===== src/rtl/if_pkg.sv =====
`default_nettype none
// +-----------------------------------------------------------------------+
// | Module : if_pkg                                                       |
// | Brief  : Shared types for the IF-stage PC sequencing controller.      |
// | Rev    : 1.0  initial release                                         |
// +-----------------------------------------------------------------------+
package if_pkg;

    typedef enum logic [1:0] {
        ST_BOOT  = 2'd0,
        ST_FETCH = 2'd1,
        ST_WAIT  = 2'd2
    } state_t;

    // Encoded so that a numerically larger value has higher redirect priority.
    typedef enum logic [1:0] {
        SRC_NONE = 2'd0,
        SRC_JMP  = 2'd1,
        SRC_BR   = 2'd2,
        SRC_EXC  = 2'd3
    } redir_src_t;

    localparam logic [31:0] c_PC_INCR = 32'd4;

    function automatic redir_src_t redir_src(input logic exc, input logic br, input logic jmp);
        redir_src_t src;
        if (exc) begin
            src = SRC_EXC;
        end else if (br) begin
            src = SRC_BR;
        end else if (jmp) begin
            src = SRC_JMP;
        end else begin
            src = SRC_NONE;
        end
        return src;
    endfunction

endpackage
`default_nettype wire


===== src/rtl/if_pc_ctrl_if.sv =====
`default_nettype none
// +-----------------------------------------------------------------------+
// | Module : if_pc_ctrl_if                                                |
// | Brief  : PC register and instruction-memory handshake bundle.         |
// | Rev    : 1.0  initial release                                         |
// +-----------------------------------------------------------------------+
interface if_pc_ctrl_if;
    logic [31:0] PC_IF;
    logic [31:0] Next_PC_IF;
    logic        pc_stall;
    logic        Imem_req;
    logic        Imem_ack;
    logic        Imem_timeout;

    modport master (
        input  PC_IF,
        input  Imem_ack,
        output Next_PC_IF,
        output pc_stall,
        output Imem_req,
        output Imem_timeout
    );

    modport slave (
        output PC_IF,
        output Imem_ack,
        input  Next_PC_IF,
        input  pc_stall,
        input  Imem_req,
        input  Imem_timeout
    );
endinterface
`default_nettype wire


===== src/rtl/if_redirect_pend.sv =====
`default_nettype none
// +-----------------------------------------------------------------------+
// | Module : if_redirect_pend                                             |
// | Brief  : Holds a redirect seen while the PC is frozen; a newer one    |
// |          replaces it only at equal or higher priority.                |
// | Rev    : 1.0  initial release                                         |
// +-----------------------------------------------------------------------+
module if_redirect_pend
    import if_pkg::*;
(
    input  wire logic        clk,
    input  wire logic        rst_n,
    input  wire logic        i_set,
    input  wire logic        i_clr,
    input  wire redir_src_t  i_src,
    input  wire logic [31:0] i_tgt,
    output logic             o_valid,
    output logic [31:0]      o_pc
);

    logic        r_valid;
    redir_src_t  r_src;
    logic [31:0] r_pc;
    logic        w_take;

    assign w_take = i_set && (!r_valid || (i_src >= r_src));

    always_ff @(posedge clk) begin
        if (!rst_n) begin
            r_valid <= 1'b0;
            r_src   <= SRC_NONE;
            r_pc    <= '0;
        end else if (i_clr) begin
            r_valid <= 1'b0;
            r_src   <= SRC_NONE;
        end else if (w_take) begin
            r_valid <= 1'b1;
            r_src   <= i_src;
            r_pc    <= i_tgt;
        end
    end

    assign o_valid = r_valid;
    assign o_pc    = r_pc;

endmodule
`default_nettype wire


===== src/rtl/if_pc_ctrl.sv =====
`default_nettype none
// +-----------------------------------------------------------------------+
// | Module : if_pc_ctrl                                                   |
// | Brief  : Chooses the next IF-stage PC and drives the pipeline         |
// |          stall/flush strobes. Option macro: IF_PC_CTRL_DELAY_SLOT_EN  |
// | Rev    : 1.0  initial release                                         |
// +-----------------------------------------------------------------------+
module if_pc_ctrl
    import if_pkg::*;
#(
    parameter logic [31:0] RESET_VECTOR = 32'h0000_0000,
    parameter logic [31:0] EXC_VECTOR   = 32'h0000_0080,
    parameter int unsigned MAX_WAIT     = 8
)(
    input  wire logic        Clk,
    input  wire logic        Rst_n,
    if_pc_ctrl_if.master     pc_bus,
    input  wire logic        Load_use_hazard,
    input  wire logic        Jump_ID,
    input  wire logic [31:0] Jump_target_ID,
    input  wire logic        Branch_taken_EX,
    input  wire logic [31:0] Branch_target_EX,
    input  wire logic        Exc_req,
    output logic             IF_ID_stall,
    output logic             IF_ID_flush,
    output logic             ID_EX_flush
);

    localparam logic [7:0] c_WAIT_LAST = 8'(MAX_WAIT - 1);

    state_t      r_state;
    state_t      w_state_nxt;
    logic [7:0]  r_wait_cnt;
    logic [7:0]  w_wait_cnt_nxt;

    redir_src_t  w_src;
    logic        w_redir;
    logic [31:0] w_tgt;
    logic        w_if_flush_redir;
    logic        w_id_flush_redir;

    logic        w_pend_valid;
    logic [31:0] w_pend_pc;
    logic        w_pend_set;
    logic        w_pend_clr;
    logic        w_consume;

    always_comb begin
        w_src   = redir_src(Exc_req, Branch_taken_EX, Jump_ID);
        w_redir = (w_src != SRC_NONE);
        case (w_src)
            SRC_EXC: w_tgt = EXC_VECTOR;
            SRC_BR:  w_tgt = Branch_target_EX;
            default: w_tgt = Jump_target_ID;
        endcase
    end

`ifdef IF_PC_CTRL_DELAY_SLOT_EN
    // The instruction behind a jump/branch is architecturally executed.
    assign w_if_flush_redir = Exc_req | Branch_taken_EX;
    assign w_id_flush_redir = Exc_req;
`else
    assign w_if_flush_redir = w_redir;
    assign w_id_flush_redir = Exc_req | Branch_taken_EX;
`endif

    // A redirect that arrives while the fetch decision is deferred is parked.
    assign w_pend_set = w_redir && !w_consume;

    if_redirect_pend u_pend (
        .clk     (Clk),
        .rst_n   (Rst_n),
        .i_set   (w_pend_set),
        .i_clr   (w_pend_clr),
        .i_src   (w_src),
        .i_tgt   (w_tgt),
        .o_valid (w_pend_valid),
        .o_pc    (w_pend_pc)
    );

    always_ff @(posedge Clk) begin
        if (!Rst_n) begin
            r_state    <= ST_BOOT;
            r_wait_cnt <= '0;
        end else begin
            r_state    <= w_state_nxt;
            r_wait_cnt <= w_wait_cnt_nxt;
        end
    end

    always_comb begin
        w_state_nxt         = r_state;
        w_wait_cnt_nxt      = r_wait_cnt;
        w_pend_clr          = 1'b0;
        w_consume           = 1'b0;
        pc_bus.Imem_req     = 1'b0;
        pc_bus.Next_PC_IF   = pc_bus.PC_IF;
        pc_bus.pc_stall     = 1'b1;
        pc_bus.Imem_timeout = 1'b0;
        IF_ID_stall         = 1'b0;
        IF_ID_flush         = w_if_flush_redir;
        ID_EX_flush         = w_id_flush_redir;

        case (r_state)
            ST_BOOT: begin
                w_state_nxt = ST_FETCH;
            end
            ST_FETCH, ST_WAIT: begin
                pc_bus.Imem_req = 1'b1;
                if (pc_bus.Imem_ack) begin
                    w_consume      = 1'b1;
                    w_state_nxt    = ST_FETCH;
                    w_wait_cnt_nxt = '0;
                    if (w_redir) begin
                        pc_bus.Next_PC_IF = w_tgt;
                        pc_bus.pc_stall   = 1'b0;
                        w_pend_clr        = 1'b1;
                    end else if (w_pend_valid) begin
                        pc_bus.Next_PC_IF = w_pend_pc;
                        pc_bus.pc_stall   = 1'b0;
                        w_pend_clr        = 1'b1;
                    end else if (Load_use_hazard) begin
                        IF_ID_stall = 1'b1;
                        ID_EX_flush = 1'b1;
                    end else begin
                        pc_bus.Next_PC_IF = pc_bus.PC_IF + c_PC_INCR;
                        pc_bus.pc_stall   = 1'b0;
                    end
                end else if ((r_state == ST_WAIT) && (r_wait_cnt == c_WAIT_LAST)) begin
                    // Memory never answered: abandon the fetch and trap.
                    pc_bus.Imem_timeout = 1'b1;
                    pc_bus.Next_PC_IF   = EXC_VECTOR;
                    pc_bus.pc_stall     = 1'b0;
                    IF_ID_flush         = 1'b1;
                    ID_EX_flush         = 1'b1;
                    w_pend_clr          = 1'b1;
                    w_state_nxt         = ST_FETCH;
                    w_wait_cnt_nxt      = '0;
                end else if (r_state == ST_FETCH) begin
                    w_state_nxt    = ST_WAIT;
                    w_wait_cnt_nxt = 8'd1;
                end else begin
                    w_wait_cnt_nxt = r_wait_cnt + 8'd1;
                end
            end
            default: begin
                w_state_nxt = ST_BOOT;
            end
        endcase

        if (!Rst_n) begin
            pc_bus.Imem_req     = 1'b0;
            pc_bus.Next_PC_IF   = RESET_VECTOR;
            pc_bus.pc_stall     = 1'b0;
            pc_bus.Imem_timeout = 1'b0;
            IF_ID_stall         = 1'b0;
            IF_ID_flush         = 1'b0;
            ID_EX_flush         = 1'b0;
            w_pend_clr          = 1'b0;
        end
    end

endmodule
`default_nettype wire


===== src/flat_wrapper.sv =====
// flat-port wrapper written by rule: the top's interface ports become plain ports
module if_pc_ctrl_flat import if_pkg::*;
#(
    parameter logic [31:0] RESET_VECTOR = 32'h0000_0000,
    parameter logic [31:0] EXC_VECTOR   = 32'h0000_0080,
    parameter int unsigned MAX_WAIT     = 8
)
  (Clk, Rst_n, Load_use_hazard, Jump_ID, Jump_target_ID, Branch_taken_EX, Branch_target_EX, Exc_req, IF_ID_stall, IF_ID_flush, ID_EX_flush, pc_bus_PC_IF, pc_bus_Imem_ack, pc_bus_Next_PC_IF, pc_bus_pc_stall, pc_bus_Imem_req, pc_bus_Imem_timeout);
  if_pc_ctrl_if pc_bus_i ();
  input  wire logic Clk;
  input  wire logic Rst_n;
  input  wire logic Load_use_hazard;
  input  wire logic Jump_ID;
  input  wire logic [31:0] Jump_target_ID;
  input  wire logic Branch_taken_EX;
  input  wire logic [31:0] Branch_target_EX;
  input  wire logic Exc_req;
  output logic IF_ID_stall;
  output logic IF_ID_flush;
  output logic ID_EX_flush;
  input wire logic [$bits(pc_bus_i.PC_IF)-1:0] pc_bus_PC_IF;
  input wire logic [$bits(pc_bus_i.Imem_ack)-1:0] pc_bus_Imem_ack;
  output wire logic [$bits(pc_bus_i.Next_PC_IF)-1:0] pc_bus_Next_PC_IF;
  output wire logic [$bits(pc_bus_i.pc_stall)-1:0] pc_bus_pc_stall;
  output wire logic [$bits(pc_bus_i.Imem_req)-1:0] pc_bus_Imem_req;
  output wire logic [$bits(pc_bus_i.Imem_timeout)-1:0] pc_bus_Imem_timeout;
  assign pc_bus_i.PC_IF = pc_bus_PC_IF;
  assign pc_bus_i.Imem_ack = pc_bus_Imem_ack;
  assign pc_bus_Next_PC_IF = pc_bus_i.Next_PC_IF;
  assign pc_bus_pc_stall = pc_bus_i.pc_stall;
  assign pc_bus_Imem_req = pc_bus_i.Imem_req;
  assign pc_bus_Imem_timeout = pc_bus_i.Imem_timeout;
  if_pc_ctrl #(.RESET_VECTOR(RESET_VECTOR), .EXC_VECTOR(EXC_VECTOR), .MAX_WAIT(MAX_WAIT)) u_core (.Clk(Clk), .Rst_n(Rst_n), .pc_bus(pc_bus_i), .Load_use_hazard(Load_use_hazard), .Jump_ID(Jump_ID), .Jump_target_ID(Jump_target_ID), .Branch_taken_EX(Branch_taken_EX), .Branch_target_EX(Branch_target_EX), .Exc_req(Exc_req), .IF_ID_stall(IF_ID_stall), .IF_ID_flush(IF_ID_flush), .ID_EX_flush(ID_EX_flush));
endmodule

===== config.mk =====
export PLATFORM = sky130hd
export DESIGN_NAME = if_pc_ctrl_flat
export DESIGN_NICKNAME = d
export VERILOG_FILES = /design/src/rtl/if_pkg.sv /design/src/rtl/if_pc_ctrl_if.sv /design/src/rtl/if_redirect_pend.sv /design/src/rtl/if_pc_ctrl.sv /design/src/flat_wrapper.sv
export SDC_FILE = /design/constraint.sdc
export NUM_CORES = 1
export LEC_CHECK = 0
export ABC_CLOCK_PERIOD_IN_PS = 4420
export BUFFER_PORTS_ARGS = -buffer_cell sky130_fd_sc_hd__buf_4
export CAP_MARGIN = 30
export CORE_MARGIN = 3
export CORE_UTILIZATION = 25
export DETAILED_ROUTE_END_ITERATION = 12
export PLACE_DENSITY_LB_ADDON = 0.08
export SYNTH_ARGS = -nofsm -noshare
export SYNTH_HDL_FRONTEND = slang
export SYNTH_HIERARCHICAL = 1
export SYNTH_SLANG_ARGS = --single-unit

===== constraint.sdc =====
create_clock -name Clk -period 4.42 [get_ports Clk]
set_clock_uncertainty 0.2 [all_clocks]
set_input_delay 0.221 -clock Clk [delete_from_list [all_inputs] [get_ports Clk]]
set_output_delay 0.221 -clock Clk [all_outputs]
set_load 0.02 [all_outputs]

==> impl_metrics.json <==
{
  "maxSlewViolCount": 0,
  "numCtsBuffers": 5,
  "critPathLaunchType": "flop",
  "synth_area_um2": 4390,
  "cts_resized": 0,
  "cts_tree": "built",
  "dp_slack_ns": 1.38,
  "n_antenna_cell": 0,
  "grt.busiest_layer": "met2",
  "use_met1_pct": 23.8,
  "met3_usage_pct": 3.66,
  "cts_max_path_buffers": 2,
  "ir_worst_vdd_v": 0.000166,
  "antenna_found_initial": 0,
  "clock_sinks": 45,
  "first_global_vias": 4938,
  "start_util_pct": 26.0,
  "relSlewSlack_pct": 40.2,
  "synthesis.instances": 612,
  "placed_cell_area_um2": 5570,
  "drt_pass1_iterations": 5,
  "portBuffers": 140,
  "cts_setup_buffers": 0,
  "vias": 4916,
  "core_area_um2": 16900,
  "post_synth.cell_area_avg_um2": 7.17,
  "ys_seq_area_share_pct": 20.5,
  "syn_nets": 724,
  "layout-drive-gt1-share_pct": 23.2,
  "hold_viol": 0,
  "placedCellCount": 935,
  "use_met2_pct": 28.0,
  "synth-edff-count": 0,
  "path_clk_slew_ns": 0.07,
  "row_count": 47,
  "grt_max_degree": 58,
  "via_per_inst": 5.22,
  "gp_congestion": 0.774,
  "cp_data_required_time_ns": 4.00,
  "grtUsageTotal_pct": 17.5,
  "fin_crit_sh_pct": 76.4,
  "crit_type": "flop to primary output",
  "cp_max_fo": 10,
  "worst_pin_slew_ns": 0.888,
  "power_density_nw_per_um2": 259,
  "final.setup.tns_ns": 0,
  "post_drt_wl_per_cell_um": 18.3,
  "synth.distinct_cells": 64,
  "power_leakage_uw": 0.00258,
  "synth-seq-cells": 45,
  "endpoint_kind": "primary output",
  "cts_hold_buf": 0,
  "root_buffer": "clkbuf_16",
  "areaGrowthSynthToFinish_pct": 29.9,
  "die_h_um": 139,
  "final_antenna_net_count": 0,
  "rsz0062_at_grt": "no",
  "postRouteWirelength_um": 17200,
  "status": "completed",
  "min_period_ns": 3.38,
  "die-area_um2": 19200,
  "grt_overflow": 0,
  "final_area_um2": 5700,
  "max_freq_ghz": 0.296,
  "grt_pass1_wl_um": 27400,
  "synth_ff_type": "dfxtp_1",
  "arrival_ns": 2.96,
  "finalWorstSetupSlack_ns": 1.04,
  "cap_violations": 0,
  "clkLatencyLatePin_ns": 0.29,
  "min_path_type": "primary input to flop",
  "async_flop_share_pct": 0,
  "num_io_pins": 141,
  "finalSetupViolCount": 0,
  "drt_iter0_drc": 259,
  "drc": 0,
  "ys_warn_count": 6,
  "stdcell_count": 941,
  "cts_max_level": 2,
  "die_w_um": 139,
  "final_nets": 834,
  "dpl.hpwl_um": 12700,
  "hold_ws_ns": 0.143
}
-- state kept, by name, indices dropped and copies added, names as in the netlist --
name                   cells
u_core/u_pend/o_pc        32
u_core/u_pend/o_valid      1
u_core/r_state             2
u_core/u_pend/r_src        2
u_core/r_wait_cnt          8
-- critical path: stages, from the launching register on --
cell and delay, ns:
dfxtp_1 0.40, inv_1 0.09, ha_1 0.29, and2_1 0.26, nand2_1 0.37, nor2_1 0.79, a22oi_1 0.15, o31ai_1 0.12
buf_4 0.19
-- through the flow --
stage          power, uW  utilization (%)
6_report            1480             33.8
5_1_grt             1570             33.8
4_1_cts             1500             33.8
3_5_place_dp        1120             33.0
3_3_place_gp        1110             33.0
2_1_floorplan        893                -
-- kinds of logic after synthesis --
kind of cell	count (synthesis)	synth area share (%)
xor gates and xnor gates	11	2.19
DFF	45	20.5
buffers and inverters	71	7.50
AOI/OAI and AO/OA	145	22.5
adders and majority gates	9	2.57
muxes	75	17.1
and+or+nand+nor	256	27.6
-- layout make-up --
type / count / area (um^2)
well taps: 220 / 275
flip-flops and latches: 45 / 901
clock buffers: 5 / 125
fillers: 1786 / 11200
clock inverters: 1 / 5.00
repair buffers: 150 / 1140
multi-input cells: 496 / 3170
inverters: 24 / 90.1
-- path summary, 6_finish.rpt --
check	slack [ns]	endpoint	depth (start not counted)	startpoint
min	0.14	u_core/u_pend/o_pc[19]	5	Branch_target_EX[19]
max	1.04	pc_bus_Next_PC_IF[13]	8	u_core/r_state[1]
min reg2reg	0.26	u_core/u_pend/o_pc[18]	2	u_core/u_pend/o_pc[18]
max reg2reg	1.53	u_core/u_pend/o_pc[31]	9	u_core/r_state[0]
-- power breakdown --
part           internal [uW]  switching (uW)  leakage [uW]
registers                443            24.6      0.000368
clock network            203             169     0.0000655
logic                    270             369       0.00214
total                    916             563       0.00258
-- per-layer routing --
metal | vias to the layer above | share of wire [%]
li1 | 2423 | -
met1 | 2303 | 47
met2 | 167 | 45
met3 | 23 | 6.1
met4 | 0 | 1.8
met5 | - | 0
-- cells in the mapped netlist, drive strengths merged, types with 8 or more instances --
| library cell | n | share of area (%) |
|---|---|---|
| nand2 | 104 | 8.9 |
| nand3 | 22 | 2.5 |
| a21oi | 28 | 3.2 |
| inv | 23 | 2.0 |
| and3 | 9 | 1.3 |
| o21ai | 35 | 4.0 |
| nor3 | 13 | 1.5 |
| mux2i | 74 | 17 |
| clkbuf | 34 | 2.9 |
| buf | 13 | 2.5 |
| nor2b | 8 | 1.3 |
| nor2 | 56 | 4.8 |
| o211ai | 15 | 2.6 |
| dfxtp | 45 | 21 |
| ha | 9 | 2.6 |
| a22oi | 9 | 1.5 |
| nand2b | 8 | 1.1 |
-- cells in the final DEF, fill, tap and decap left out, types with 12 or more instances in the layout --
cell type,n
mux2i_1,74
buf_4,149
o211ai_1,15
a21oi_1,27
nand3_1,22
o21ai_0,33
nor2_1,56
nand2_1,104
nor3_1,12
inv_1,23
dfxtp_1,45
(Power assumes the default switching activity.)
